[config.mk]
export PLATFORM = sky130hd
export DESIGN_NAME = hazard_unit
export DESIGN_NICKNAME = d
export VERILOG_FILES = /design/src/rtl/hazard_unit.sv
export SDC_FILE = /design/constraint.sdc
export NUM_CORES = 1
export LEC_CHECK = 0
export BUFFER_PORTS_ARGS = -buffer_cell sky130_fd_sc_hd__buf_4
export CAP_MARGIN = 20
export CORE_UTILIZATION = 30
export CTS_CLUSTER_DIAMETER = 40
export DETAILED_ROUTE_END_ITERATION = 6
export PLACE_DENSITY = 0.79
export SLEW_MARGIN = 10
export SYNTH_ARGS = -nofsm -noshare
export SYNTH_HDL_FRONTEND = slang
export SYNTH_SLANG_ARGS = --single-unit
[constraint.sdc]
create_clock -name clk -period 2.53 [get_ports clk]
set_input_delay 0.759 -clock clk [delete_from_list [all_inputs] [get_ports clk]]
set_output_delay 0.759 -clock clk [all_outputs]
set_load 0.03 [all_outputs]
[src/rtl/hazard_unit.sv]
// Load-use / ID-branch hazard stall and taken-branch flush control; outputs combinational, zero latency.
// Stalls hold PC and IF/ID and bubble ID/EX; optional saturating stall/flush counters under HAZARD_STATS_EN.
module hazard_unit #(
   parameter int STAT_W = 16
) (
   input  logic              clk,
   input  logic              rst_n,
   input  logic [4:0]        ID_Rs,
   input  logic [4:0]        ID_Rt,
   input  logic              ID_UsesRt,
   input  logic              ID_Branch,
   input  logic              ID_Jump,
   input  logic              BranchTaken,
   input  logic              ID_EX_MemRead,
   input  logic              ID_EX_RegWrite,
   input  logic [4:0]        ID_EX_Dst,
   input  logic              EX_MEM_MemRead,
   input  logic [4:0]        EX_MEM_Dst,
   output logic              PCWrite,
   output logic              IF_ID_Write,
   output logic              ID_EX_Bubble,
   output logic              IF_ID_Flush,
   output logic [STAT_W-1:0] StallCycles,
   output logic [STAT_W-1:0] FlushCount
);

   typedef enum logic {RUN, STALL} state_t;

   state_t     state;
   logic [1:0] cnt;
   logic [1:0] need;
   logic       stall;
   logic       flush;

   function automatic logic hit(input logic [4:0] dst, input logic [4:0] rs,
                                input logic [4:0] rt, input logic uses_rt);
      return (dst != 5'd0) && ((dst == rs) || (uses_rt && (dst == rt)));
   endfunction

   logic ex_hit;
   logic mem_hit;

   always_comb begin
      ex_hit  = hit(ID_EX_Dst, ID_Rs, ID_Rt, ID_UsesRt);
      mem_hit = hit(EX_MEM_Dst, ID_Rs, ID_Rt, ID_UsesRt);
      need    = 2'd0;
      if (ID_Branch && ID_EX_RegWrite && !ID_EX_MemRead && ex_hit)
         need = 2'd1;
      if (ID_Branch && EX_MEM_MemRead && mem_hit)
         need = 2'd1;
      // A branch consuming a load still in EX must wait for both EX and MEM to drain.
      if (ID_EX_MemRead && ex_hit)
         need = ID_Branch ? 2'd2 : 2'd1;
   end

   always_comb begin
      stall = 1'b0;
      flush = 1'b0;
      if (rst_n) begin
         if (state == STALL) begin
            stall = 1'b1;
         end else if (need != 2'd0) begin
            stall = 1'b1;
         end else begin
            flush = (ID_Branch && BranchTaken) || ID_Jump;
         end
      end
   end

   assign PCWrite      = !stall;
   assign IF_ID_Write  = !stall;
   assign ID_EX_Bubble = stall;
   assign IF_ID_Flush  = flush;

   always_ff @(posedge clk or negedge rst_n) begin
      if (!rst_n) begin
         state <= RUN;
         cnt   <= 2'd0;
      end else begin
         case (state)
            RUN: begin
               if (need == 2'd2) begin
                  state <= STALL;
                  cnt   <= 2'd1;
               end
            end
            STALL: begin
               cnt <= cnt - 2'd1;
               if (cnt == 2'd1)
                  state <= RUN;
            end
            default: begin
               state <= RUN;
               cnt   <= 2'd0;
            end
         endcase
      end
   end

`ifdef HAZARD_STATS_EN
   localparam logic [STAT_W-1:0] STAT_MAX = '1;

   logic [STAT_W-1:0] stall_q;
   logic [STAT_W-1:0] flush_q;

   always_ff @(posedge clk or negedge rst_n) begin
      if (!rst_n) begin
         stall_q <= '0;
         flush_q <= '0;
      end else begin
         if (stall && (stall_q != STAT_MAX))
            stall_q <= stall_q + 1'b1;
         if (flush && (flush_q != STAT_MAX))
            flush_q <= flush_q + 1'b1;
      end
   end

   assign StallCycles = stall_q;
   assign FlushCount  = flush_q;
`else
   assign StallCycles = '0;
   assign FlushCount  = '0;
`endif

endmodule

[Word-level counts from Yosys, hierarchy flattened]
Cells that the tools add are included.
Storage, ports and cells
  register bits: 3
  logic and storage cells: 45
  bits in writable memories: 0
  latch bits: 0
  bits of input ports: 29
  bits in read-only memories: 0
  memories: 0
  output and inout bits: 36
Cells by class
  add/sub/neg operators: 1
  multiplexer cells: 15
  $mul: 0
  order comparisons: 0
  div/mod/pow operators: 0
  reductions and logical operators: 19
  equal/unequal tests: 7
  bitwise operators: 1
  shift operators: 0
Operators by type and width (count)
  == test 5 bit: 4
  logical AND 1 bit: 11
  2-to-1 mux 1 bit: 10
  nonzero test 5 bit: 2
  2-to-1 mux 2 bit: 3
  one-hot mux 2 bit (2 select lines): 1
  logical OR 1 bit: 3
  == test 2 x 1 -> 1 bit (second input constant): 1
  == test 2 bit (second input constant): 1
  logical NOT 1 bit: 2
  inequality test 2 bit (second input constant): 1
  one-hot mux 1 bit (2 select lines): 1
  nonzero test 2 bit: 1
  subtractor 2 x 1 -> 2 bit (second input constant): 1
  NOT 1 bit: 1

[Depth between registers and ports, before layout]
  depth in word-level cells: 13
  mapped depth: 6
  gate-level depth less buffers: 5

[Least setup slack after synthesis]
No wires, ideal clock.
  kind: in2out
  start: input port ID_EX_Dst[1]
  end: output port PCWrite
  data required time: 1.771 ns
  stages on the path: 5
  arrival time: 2.518 ns
  slack: -0.747 ns
  path through: or4_1 -> nor2_1 -> nor3_1 -> o21ai_0 -> buf_4
On the way
  longest elaborated chain between the ends: 13
  elaborated cells between the ends (all ways): 16
Ends and longest elaborated chain
  from (decl): line 16  | input logic [4:0] ID_EX_Dst,
  == test 5 bit: line 37  | return (dst != 5'd0) && ((dst == rs) || (uses_rt && (dst == rt)));
  logical AND 1 bit: line 37
  logical OR 1 bit: line 37
  logical AND 1 bit (*): line 37
  logical AND 1 bit: line 47  | if (ID_Branch && ID_EX_RegWrite && !ID_EX_MemRead && ex_hit)
  2-to-1 mux 1 bit: line 47
  2-to-1 mux 1 bit: line 49  | if (ID_Branch && EX_MEM_MemRead && mem_hit)
  2-to-1 mux 2 bit (*): line 52  | if (ID_EX_MemRead && ex_hit)
  nonzero test 2 bit (*): line 62  | end else if (need != 2'd0) begin
  2-to-1 mux 1 bit (*): line 62
  2-to-1 mux 1 bit (*): line 60  | if (state == STALL) begin
  2-to-1 mux 1 bit (*): line 59  | if (rst_n) begin
  logical NOT 1 bit (*)
  to (decl): line 19  | output logic PCWrite,
Every way passes the cells marked *; elsewhere a longest branch is shown, timed or not.

[Final worst setup path]
  start: input port ID_EX_Dst[4]
  end: output port IF_ID_Flush
On the way
  longest elaborated chain between the ends: 12
  elaborated cells between the ends (all ways): 15
Ends and longest elaborated chain
  == test 5 bit: line 37
  logical AND 1 bit: line 37
  logical OR 1 bit: line 37
  logical AND 1 bit (*): line 37
  logical AND 1 bit: line 47
  2-to-1 mux 1 bit: line 47
  2-to-1 mux 1 bit: line 49
  2-to-1 mux 2 bit (*): line 52
  nonzero test 2 bit (*): line 62
  2-to-1 mux 1 bit (*): line 62
  2-to-1 mux 1 bit (*): line 60
  2-to-1 mux 1 bit (*): line 59
  to (decl): line 22  | output logic IF_ID_Flush,
Marks and branches as above.

==> metrics.yaml <==
synthesis.area_um2: 697
wl_um: 1570
cp_slowest_cell: "or4_4"
setup_ws_ps: -353
synth-seq-cells: 3
cts_tree: "built"
cp_top_family: "simple AND/OR/NAND/NOR gates"
die_h_um: 50.2
crit_buf_inv: 3
skew_ps: 3.02
final-hold-violation-count: 0
p_switching_uw: 168
end_kind: "primary output"
hold_class: "in2async"
max-cap-violations: 0
cts_root_buf: "clkbuf_4"
combPwrFrac: 0.597
stdcell_count: 162
finalNetCount: 165
vdd.ir_drop.worst_uv: 176
syn_area_per_cell_um2: 7.83
start_util: 0.318
wl_per_cell_um: 9.71
io_pins: 65
arrival_ps: 2120
synth_cells: 89
seqCellArea_um2: 75.1
yosys.area.top_type: "buf_4"
crit_path_cell_trace: "buf_8 > or4_4 > nor2_4 > nor3_2 > buf_4 > nor4_4 > buf_6"
track_usage: 0.136
violations: "setup timing"
die_w_um: 50.2
grt_start_max_net_pins: 7
vias_per_cell: 3.94
vias: 638
grt_first_pass_wirelength_um: 2590
cp_max_fo: 3
ant_nets: 0
rsz0062_at_grt: "yes"
dp_cells: 153
slowest_delay_ps: 550
dieArea_mm2: 0.00252
r2r_cells: 2
p_leak_uw: 0.000523
p_total_uw: 385
synth_async_sr_flop_share: 1.00
clk_path_buf_depth: 2
dr.pass1.iters: 3
powerDensity_mw_per_mm2: 366
antennaDiodeCount: 0
clkSlewWorstSetupHoldPaths_ps: 40
drive_gt1_frac: 0.425
numCtsBuffers: 3
path_class: "in2out"
antenna_found_initial: 0
grt_remaining_overflow: 0
drc_errors: 0
synth_top_area_frac: 0.355
h-tree-depth: 1
synth.yosys.seq_area_share: 0.108
first_global_vias: 612
fp-row-count: 17
cts_sinks: 3
ys.flop_type: "dfrtp_1"
fillers: 208
clkLatencyLatePin_ps: 230
core-area_mm2: 0.00219
place_congestion: 0.895
timing.fmax_mhz: 347
areaGrowthSynthToFinish_pct: 51.2
yosysUniqueCellTypes: 25
fin_crit_ps: 2880
startpoint_type: "input pin"
p_seq_frac: 0.185
intPower_uw: 217
clkPwrFrac: 0.218
p_sw_frac: 0.437
synth_area_leaders: "buf_4, xnor2_1, xor2_1"
yosysWarnings: 0
yosysMostFrequentCell: "buf_4"
hpwl_um: 1240
synth_commonest_cells: "buf_4, xnor2_1, xor2_1"
period_share: 1.14
drt_first_iter_violations: 7
crit_cells: 7
port_buffers: 32
slew_viol_final: 0
multiInputGateArea_um2: 549
synth-edff-count: 0
status: "finished, violations left"
required_ps: 1770
finalSetupViolations: 4
[layout by cell type, fill, tap and decap left out, drive strengths merged, types with 2 or more instances in the layout]
cell,count
xor2,9
nand2,4
dfrtp,3
nor2,5
conb,32
nor4,2
buf,43
clkbuf,4
nor3,3
a21oi,3
inv,2
xnor2,11
[area by class of cell]
cell class,instances,area share
multi-input cells,82,0.521
repair buffers,43,0.342
flip-flops and latches,3,0.0713
well taps,28,0.0333
clock buffers,4,0.0249
inverters,2,0.00713
[sequential cells by signal, indices dropped and copies added, names as in the netlist]
name   count
state      1
cnt        2
[power by group through the flow]
stage	sequential, uW	clock (uW)	combinational (uW)
5_1_grt	72.2	92.2	254
4_1_cts	71.3	90.1	225
3_5_place_dp	71.9	0	214
6_report	71.3	83.8	230
2_1_floorplan	69.6	0	183
3_3_place_gp	70.5	0	208
[per-stage QoR]
step | utilization | setup TNS, ps | cell area [um2] | setup WS (ps) | hold WS, ps
after global routing | 0.481 | -1440 | 1050 | -400 | 322
after detailed placement | 0.420 | -1360 | 921 | -396 | 561
after CTS | 0.469 | -1190 | 1030 | -365 | 315
final | 0.481 | -1130 | 1050 | -353 | 330
after floorplan | - | -511 | 852 | -188 | 463
after global placement | 0.420 | -1330 | 921 | -388 | 543
[worst paths after layout]
check	start	to	slack, ps
max	ID_EX_Dst[4]	IF_ID_Flush	-350
min in group clk	cnt[0]	cnt[0]	560
min reg2reg	cnt[0]	cnt[0]	560
max reg2reg	cnt[0]	cnt[1]	1510
max in group asynchronous	rst_n	cnt[0]	2080
min	rst_n	cnt[1]	330
[metal layers]
| layer | GRT usage | wire length [um] |
|---|---|---|
| met5 | 0 | 0 |
| met4 | 0.0714 | 0 |
| met3 | 0.0364 | 163 |
| met2 | 0.233 | 822 |
| met1 | 0.150 | 587 |
[cells by family after synthesis]
| logic type | count (synthesis) | synth area share |
|---|---|---|
| adders and majority gates | 1 | 0.0180 |
| other | 1 | 0.00538 |
| buffers and inverters | 35 | 0.366 |
| xor gates and xnor gates | 20 | 0.251 |
| muxes | 1 | 0.0144 |
| and+or+nand+nor | 19 | 0.149 |
| AOI/OAI and AO/OA | 9 | 0.0880 |
| DFF | 3 | 0.108 |
[repair_timing]
| action | CTS | global route |
|---|---|---|
| hold buffers | 0 | 0 |
| setup buffers | 4 | 1 |
| endpoints found under the hold margin | 0 | 0 |
| pin swaps | 9 | 2 |
| resized for setup | 12 | 4 |
| endpoints found under the setup margin | 4 | 4 |
Note: power is estimated with default switching activity, not from simulation.
